$ cat src/rtl/mem_port_arbiter.sv
// mem_port_arbiter: two-master arbiter/sequencer in front of a single fixed-latency memory port
// Ports: clk/rst (sync, active-high); if_* fetch requester (read-only);
//   ls_* load/store requester (read/write); mem_* memory port; busy = state != IDLE.
// Build option: MEM_ARB_ROUND_ROBIN_EN alternates grants on conflict; otherwise ls has fixed priority.
module mem_port_arbiter #(
  parameter int ADDR_W = 32,
  parameter int DATA_W = 32,
  parameter int RD_LAT = 1
) (
  input  logic              clk,
  input  logic              rst,
  input  logic              if_req,
  input  logic [ADDR_W-1:0] if_addr,
  output logic              if_gnt,
  output logic              if_rvalid,
  output logic [DATA_W-1:0] if_rdata,
  input  logic              ls_req,
  input  logic              ls_we,
  input  logic [ADDR_W-1:0] ls_addr,
  input  logic [DATA_W-1:0] ls_wdata,
  output logic              ls_gnt,
  output logic              ls_rvalid,
  output logic [DATA_W-1:0] ls_rdata,
  output logic [ADDR_W-1:0] mem_addr,
  output logic [DATA_W-1:0] mem_din,
  output logic              mem_we,
  input  logic [DATA_W-1:0] mem_dout,
  output logic              busy
);
  typedef enum logic [1:0] {IDLE, ISSUE, WAIT, RESP} state_t;
  state_t state_q, state_d;
  logic [2:0] cnt_q, cnt_d;
  logic last_ls_q, last_ls_d, src_ls_q, src_ls_d, pick_ls;
  logic if_gnt_q, if_gnt_d, ls_gnt_q, ls_gnt_d;
  logic if_rvalid_q, if_rvalid_d, ls_rvalid_q, ls_rvalid_d;
  logic [DATA_W-1:0] if_rdata_q, if_rdata_d, ls_rdata_q, ls_rdata_d;
  logic [ADDR_W-1:0] mem_addr_q, mem_addr_d;
  logic [DATA_W-1:0] mem_din_q, mem_din_d;
  logic mem_we_q, mem_we_d;
`ifdef MEM_ARB_ROUND_ROBIN_EN
  // on conflict, the port that did not win last time goes first
  assign pick_ls = ls_req & (~if_req | ~last_ls_q);
`else
  assign pick_ls = ls_req;
`endif
  always_comb begin
    state_d = state_q;
    cnt_d = cnt_q;
    last_ls_d = last_ls_q;
    src_ls_d = src_ls_q;
    if_gnt_d = 1'b0;
    ls_gnt_d = 1'b0;
    if_rvalid_d = 1'b0;
    ls_rvalid_d = 1'b0;
    if_rdata_d = if_rdata_q;
    ls_rdata_d = ls_rdata_q;
    mem_addr_d = mem_addr_q;
    mem_din_d = mem_din_q;
    mem_we_d = 1'b0;
    case (state_q)
      IDLE: if (if_req | ls_req) begin
        state_d = ISSUE;
        src_ls_d = pick_ls;
        last_ls_d = pick_ls;
        if_gnt_d = ~pick_ls;
        ls_gnt_d = pick_ls;
        mem_addr_d = pick_ls ? ls_addr : if_addr;
        mem_din_d = pick_ls ? ls_wdata : '0;
        mem_we_d = pick_ls & ls_we;
      end
      ISSUE: begin
        state_d = mem_we_q ? IDLE : WAIT;
        cnt_d = 3'(RD_LAT);
      end
      WAIT: begin
        cnt_d = cnt_q - 3'd1;
        if (cnt_q == 3'd1) begin
          state_d = RESP;
          if_rvalid_d = ~src_ls_q;
          ls_rvalid_d = src_ls_q;
          if_rdata_d = src_ls_q ? if_rdata_q : mem_dout;
          ls_rdata_d = src_ls_q ? mem_dout : ls_rdata_q;
        end
      end
      default: state_d = IDLE;
    endcase
  end
  always_ff @(posedge clk) begin
    if (rst) begin
      state_q <= IDLE;
      cnt_q <= '0;
      last_ls_q <= 1'b0;
      src_ls_q <= 1'b0;
      if_gnt_q <= 1'b0;
      ls_gnt_q <= 1'b0;
      if_rvalid_q <= 1'b0;
      ls_rvalid_q <= 1'b0;
      if_rdata_q <= '0;
      ls_rdata_q <= '0;
      mem_addr_q <= '0;
      mem_din_q <= '0;
      mem_we_q <= 1'b0;
    end else begin
      state_q <= state_d;
      cnt_q <= cnt_d;
      last_ls_q <= last_ls_d;
      src_ls_q <= src_ls_d;
      if_gnt_q <= if_gnt_d;
      ls_gnt_q <= ls_gnt_d;
      if_rvalid_q <= if_rvalid_d;
      ls_rvalid_q <= ls_rvalid_d;
      if_rdata_q <= if_rdata_d;
      ls_rdata_q <= ls_rdata_d;
      mem_addr_q <= mem_addr_d;
      mem_din_q <= mem_din_d;
      mem_we_q <= mem_we_d;
    end
  end
  assign if_gnt = if_gnt_q;
  assign ls_gnt = ls_gnt_q;
  assign if_rvalid = if_rvalid_q;
  assign ls_rvalid = ls_rvalid_q;
  assign if_rdata = if_rdata_q;
  assign ls_rdata = ls_rdata_q;
  assign mem_addr = mem_addr_q;
  assign mem_din = mem_din_q;
  assign mem_we = mem_we_q;
  assign busy = state_q != IDLE;
endmodule
$ cat config.mk
export PLATFORM = sky130hd
export DESIGN_NAME = mem_port_arbiter
export DESIGN_NICKNAME = d
export VERILOG_FILES = /design/src/rtl/mem_port_arbiter.sv
export SDC_FILE = /design/constraint.sdc
export NUM_CORES = 1
export LEC_CHECK = 0
export BUFFER_PORTS_ARGS = -buffer_cell sky130_fd_sc_hd__buf_2
export CAP_MARGIN = 20
export CORE_MARGIN = 1.5
export CORE_UTILIZATION = 51
export CTS_BUF_LIST = sky130_fd_sc_hd__clkbuf_4 sky130_fd_sc_hd__clkbuf_8
export DETAILED_ROUTE_END_ITERATION = 10
export PLACE_DENSITY = 0.87
export SYNTH_ARGS = -nofsm -noshare
export SYNTH_HDL_FRONTEND = slang
export SYNTH_SLANG_ARGS = --single-unit
export TNS_END_PERCENT = 30
$ cat constraint.sdc
create_clock -name clk -period 2.15 [get_ports clk]
set_input_delay 0.215 -clock clk [delete_from_list [all_inputs] [get_ports clk]]
set_output_delay 0.215 -clock clk [all_outputs]
set_load 0.01 [all_outputs]
==> results of run 1 <==
layout make-up:
| class | count | area, um^2 |
|---|---|---|
| antenna | 1 | 2.50 |
| clock inverter | 12 | 188 |
| timing repair buffer | 279 | 1480 |
| clock buffer | 20 | 256 |
| tap | 136 | 170 |
| sequential | 139 | 2780 |
| inverter | 8 | 30.0 |
| fill | 859 | 3140 |
| multi-input combinational | 423 | 2410 |
sequential cells by signal, summed over array words and instances (netlist names), 2 cells and up:
signal / cells
if_rdata: 32
ls_rdata: 32
mem_addr: 32
mem_din: 32
cnt_q: 3
state_q: 2
stage by stage:
step / utilization [%] / total power (uW) / hold WS [ns] / setup WS [ns]
after floorplan: - / 5170 / 0.337 / 0.693
after global placement: 65.6 / 5880 / 0.421 / 0.501
after detailed placement: 65.6 / 5950 / 0.431 / 0.366
after CTS: 69.9 / 8310 / 0.00432 / 0.357
after global routing: 70.0 / 8710 / 0.0124 / 0.173
final: 70.0 / 8240 / 0.0424 / 0.314
kinds of logic (layout without fill, tap and decap cells):
kind of cell | Yosys count | count (layout)
muxes | 32 | 32
buffers and inverters | 61 | 319
other | 0 | 1
and+or+nand+nor | 245 | 245
DFF | 139 | 139
AOI/OAI and AO/OA | 139 | 139
adders and majority gates | 7 | 7
routing by layer:
layer	part of all wire [%]	track usage, %	wire [um]
met1	40	27.5	5890
met2	50	44.4	7360
met5	0	0	0
met4	2.1	10.6	308
met3	7.2	6.30	1050
cell usage in the layout (no fill, tap or decap), drive strengths merged, types with 2 or more instances in the layout:
| master | instances |
|---|---|
| a211oi | 33 |
| a21oi | 99 |
| buf | 278 |
| bufinv | 4 |
| clkbuf | 20 |
| clkinv | 2 |
| clkinvlp | 2 |
| dfxtp | 139 |
| ha | 7 |
| inv | 12 |
| mux2i | 32 |
| nand2 | 164 |
| nand3 | 33 |
| nand4b | 2 |
| nor2 | 34 |
| nor3 | 2 |
| o21ai | 3 |
power by group:
group | switching, uW | internal (uW)
registers | 238 | 3020
logic | 1610 | 1040
clock network | 1010 | 1320
timing repair:
action | 4_1_cts | 5_1_grt
hold endpoints to repair | 1 | 0
hold buffers | 1 | 0
resized for setup | 0 | 0
synth_stat cells (2+ instances only):
library cell,number,area [um^2]
nand2_1,164,616
dfxtp_1,139,2780
a21oi_1,99,495
nor2_1,34,128
nand3_1,33,165
a211oi_2,32,400
mux2i_1,32,320
buf_2,19,95.1
buf_6,14,158
clkbuf_1,10,37.5
inv_1,8,30.0
ha_1,7,87.6
buf_1,6,22.5
buf_4,4,30.0
nand4b_1,2,17.5
nor3_1,2,10.0
o21ai_0,2,10.0
worst register-to-register path, cell delays in order, from the launching register on:
cell and delay, ns:
dfxtp_1 0.33, inv_1 0.14, ha_1 0.39, and4bb_1 0.24, buf_4 0.34, nand2_1 0.12, a21oi_1 0.19
final timing paths:
check / startpoint / to / slack [ns] / cells past startpoint
min: mem_dout[15] / ls_rdata[15] / 0.04 / 3
max reg2reg: state_q[0] / if_rdata[2] / 0.31 / 6
min reg2reg: mem_din[13] / mem_din[13] / 0.45 / 2
max: state_q[0] / if_rdata[2] / 0.31 / 6
==> metrics, run 1 <==
status=finished clean; mux share of post-synthesis cell area=5.76%; Routed Antenna Nets=0; total gr overflow=0; largest net degree at the start of global routing=65; syn nets=~760; clock sinks=139; Critical Path, Cell by Cell=inv_1, ha_1, and4bb_1, buf_4, nand2_1, a21oi_1; Post-synth EDFFs=0; fraction of layout cells with a size suffix above 1=39.4%; vias in the first global route=approximately 4900; GRT Util Overall=24.7%; unrepaired setup endpoints after global routing=no; Ys Warns=0; DP HPWL=10500 um; Yosys reg bits=around 140; Reg clk slew, reported paths=~0.08 ns; CP max stage cell=ha_1; worst slew pin tran=0.672 ns; H-tree levels=4; Fin. Hold Viols=0; io pins=267; WP data arrival=2.15 ns; Async SR Flop Fraction=0%; worst-skew pair later-pin latency=just over 0.4 ns; Post-CTS Setup Bufs=0; VDD IR-drop max=about 0.00088 V; Vias/cell=5.11; Synth Area in Simple Gates=around a fifth; first-pass GRT wire length=roughly 23000 um; clock tree buffer depth=2; nets@finish=just over 1000; number of port buffers=approximately 270; Post-Synth Adder-Cell Area=roughly 1.6%; Power Dens Cells=between 1000 and 1500 nW/um^2; final setup fails=0; Synth Area in XOR/XNOR=0%; Slew headroom=a little under three fifths; Cell Area, Synth=about 5600 um^2; die width=107 um; Post-Syn Instances=~620; CTS tree=yes; crit path kind=flop to flop; Detailed Route WL=approximately 15000 um; core area=~10000 um^2; final instance area=~7300 um^2; GP Congestion=roughly 0.85; part of the cycle the worst path needs=85.4%; Num CTS Buffers=17; initial antenna violation count=1; Clock Skew=around 0.017 ns; Synth Area in Compound Gates=approximately 17%; Seq/Total Area, Yosys=approximately half; die area=approximately 12000 um^2; Setup TNS Final=0 ns; Die Y=between 100 and 150 um; detailed-route via count=about 5200; placed cells=approximately 980; Final Slew Violations=0; prevailing post-synth register cell=dfxtp_1; Routed WL per cell=approximately 14 um; Area Overhead vs Synth=31.6%; family with the most delay on the worst path=buffers and inverters; largest family of logic cells by synthesized area=simple AND/OR/NAND/NOR gates; syn_area_per_cell=between 8 and 9 um^2; HP Class=input port to flop; Achievable Freq=~0.54 GHz; Tmin final=about 1.8 ns; Iteration-0 DRC Markers=approximately 400; Worst path max stage delay=around 0.4 ns; non-filler cells, final=around 1000; worst path required time=2.47 ns; dpl cell area=between 6000 and 7000 um^2; crit path capture type=flop; leakage=about 0.0034 uW; Critical path buffers and inverters=2; drt pass-1 iters=5; initial core utilization=a little over half; DRC errors left=0; number of library cell types mapped by synthesis=33; Critical Path Source Type=flop; Site Rows=37; CP Max Fanout=32; Root Driver=clkbuf_8; MaxCap Viol Count=0
Note: power is estimated with default switching activity, not from simulation.
==> inputs of run 2 (changes only) <==
Settings changed: CORE_UTILIZATION 51 to 42, PLACE_DENSITY 0.87 to 0.74.
==> run 2 against run 1 <==
Non-clock buffer count increased by 27. Clock skew decreased by 0.0083 ns. Largest power group unchanged. Clock power shrank 11%. Worst hold slack worse by 0.0036 ns. Maximum frequency grew 5.0%. Core utilization down 11 points. Flip-flop and latch count is the same. Cell area rose by 3.6%. Global-route usage is 3.5 points lower. Final cell count grew 5.9%.
==> metrics, run 2 (synthesis gave the netlist of run 1 again) <==
Achievable Freq=0.572 GHz; status=finished clean; Reg clk slew, reported paths=approximately 0.070 ns; DP HPWL=10300 um; Root Driver=clkbuf_8; initial antenna violation count=0; drt pass-1 iters=5; clock power share=between 20% and 30%; Site Rows=just over 40; CP Max Fanout=32; DRC errors left=0; Critical Path Source Type=flop; internal cell power=between 5000 and 6000 uW; part of the cycle the worst path needs=just over 80%; commonest non-fill, non-tap cells in the layout=buf_2, nand2_1, dfxtp_1, a21oi_1, nor2_1; leakage=~0.0034 uW; final instance area=7590 um^2; Die Y=around 120 um; initial core utilization=roughly 44%; WP data arrival=approximately 2.1 ns; Sw Share=between 30% and 40%; Slew headroom=a little under half; Area Overhead vs Synth=36.4%; Fin. Hold Viols=0; Post-CTS Setup Bufs=0; clock tree buffer depth=2; Detailed Route WL=14900 um; dpl cell area=around 7000 um^2; number of port buffers=around 270; Clock Skew=0.00843 ns; vias in the first global route=between 4000 and 5000; ANT cells=0; io pins=approximately 270; net load switching power=2820 uW; worst-skew pair later-pin latency=0.44 ns; Post-CTS Resized=0; crit path capture type=flop; HP Class=input port to flop; H-tree levels=4; largest net degree at the start of global routing=between 60 and 70; Routed WL per cell=roughly 14 um; GRT Util Overall=21.2%; worst slew pin tran=0.783 ns; nets@finish=1035; first-pass GRT wire length=23800 um; Routed Antenna Nets=0; detailed-route via count=approximately 5300; core area=12800 um^2; die area=between 10000 and 15000 um^2; Num CTS Buffers=17; final setup fails=0; CTS tree=yes; worst path required time=~2.5 ns; total gr overflow=0; Reg power frac=between 40% and 50%; Iteration-0 DRC Markers=305; MaxCap Viol Count=0; Final Slew Violations=0; die width=between 100 and 150 um; crit path kind=flop to flop; non-filler cells, final=1078; unrepaired setup endpoints after global routing=no; GP Congestion=0.827; clock sinks=around 140; Vias/cell=4.91; placed cells=just over 1000; Comb pwr share=about a third; VDD IR-drop max=between 0.0005 and 0.0006 V; Tmin final=approximately 1.7 ns; Power Dens Cells=1060 nW/um^2; fraction of layout cells with a size suffix above 1=around two fifths; most common cell after layout, fill and taps aside=buf_2; Setup TNS Final=0 ns; Design Power=slightly above 8000 uW
## run 2: final timing paths
check / from / endpoint / slack [ns] / depth (start not counted)
worst min register to register: mem_din[29] / mem_din[29] / 0.45 / 2
worst max-delay path: state_q[0] / if_rdata[3] / 0.40 / 6
worst max register to register: state_q[0] / if_rdata[3] / 0.40 / 6
worst min-delay path: mem_dout[31] / ls_rdata[31] / 0.04 / 3
## run 2: power by group through the flow
| stage | Combinational (uW) | Clock [uW] | Sequential (uW) |
|---|---|---|---|
| 6_report | 2710 | 2080 | 3250 |
| 5_1_grt | 2970 | 2250 | 3310 |
| 4_1_cts | 2730 | 2150 | 3250 |
| 3_5_place_dp | 2690 | 0 | 3300 |
| 3_3_place_gp | 2640 | 0 | 3300 |
| 2_1_floorplan | 1690 | 0 | 3490 |
## run 2: critical path: stages (launching register included)
cell and delay, ns:
dfxtp_1 0.33, inv_1 0.15, ha_1 0.38, and4bb_1 0.23, buf_4 0.33, nand2_1 0.11, a21oi_1 0.14
## run 2: layout make-up
cell class              instances  area [um^2]
repair buffers                306         1760
well taps                     172          215
fillers                      1163         5190
clock inverters                10          118
multi-input cells             423         2410
flip-flops and latches        139         2780
clock buffers                  20          269
inverters                       8         30.0
## run 2: stage by stage
step | utilization (%) | hold slack [ns] | setup slack (ns)
4_1_cts | 59.4 | 0.00113 | 0.413
5_1_grt | 59.4 | 0.00932 | 0.232
2_1_floorplan | - | 0.337 | 0.693
3_3_place_gp | 54.2 | 0.417 | 0.484
3_5_place_dp | 54.2 | 0.428 | 0.435
6_report | 59.4 | 0.0388 | 0.402
## run 2: metal layers
layer	global-route usage [%]	vias to the layer above	share of wire, %
li1	-	2637	-
met4	8.38	0	1.9
met3	5.86	23	7.2
met5	0	-	0
met2	35.7	223	48
met1	25.5	2408	43
## run 2: timing repair
| item | CTS | global route |
|---|---|---|
| hold endpoints to repair | 41 | 0 |
| hold buffers | 27 | 0 |
| setup endpoints to repair | 0 | 0 |
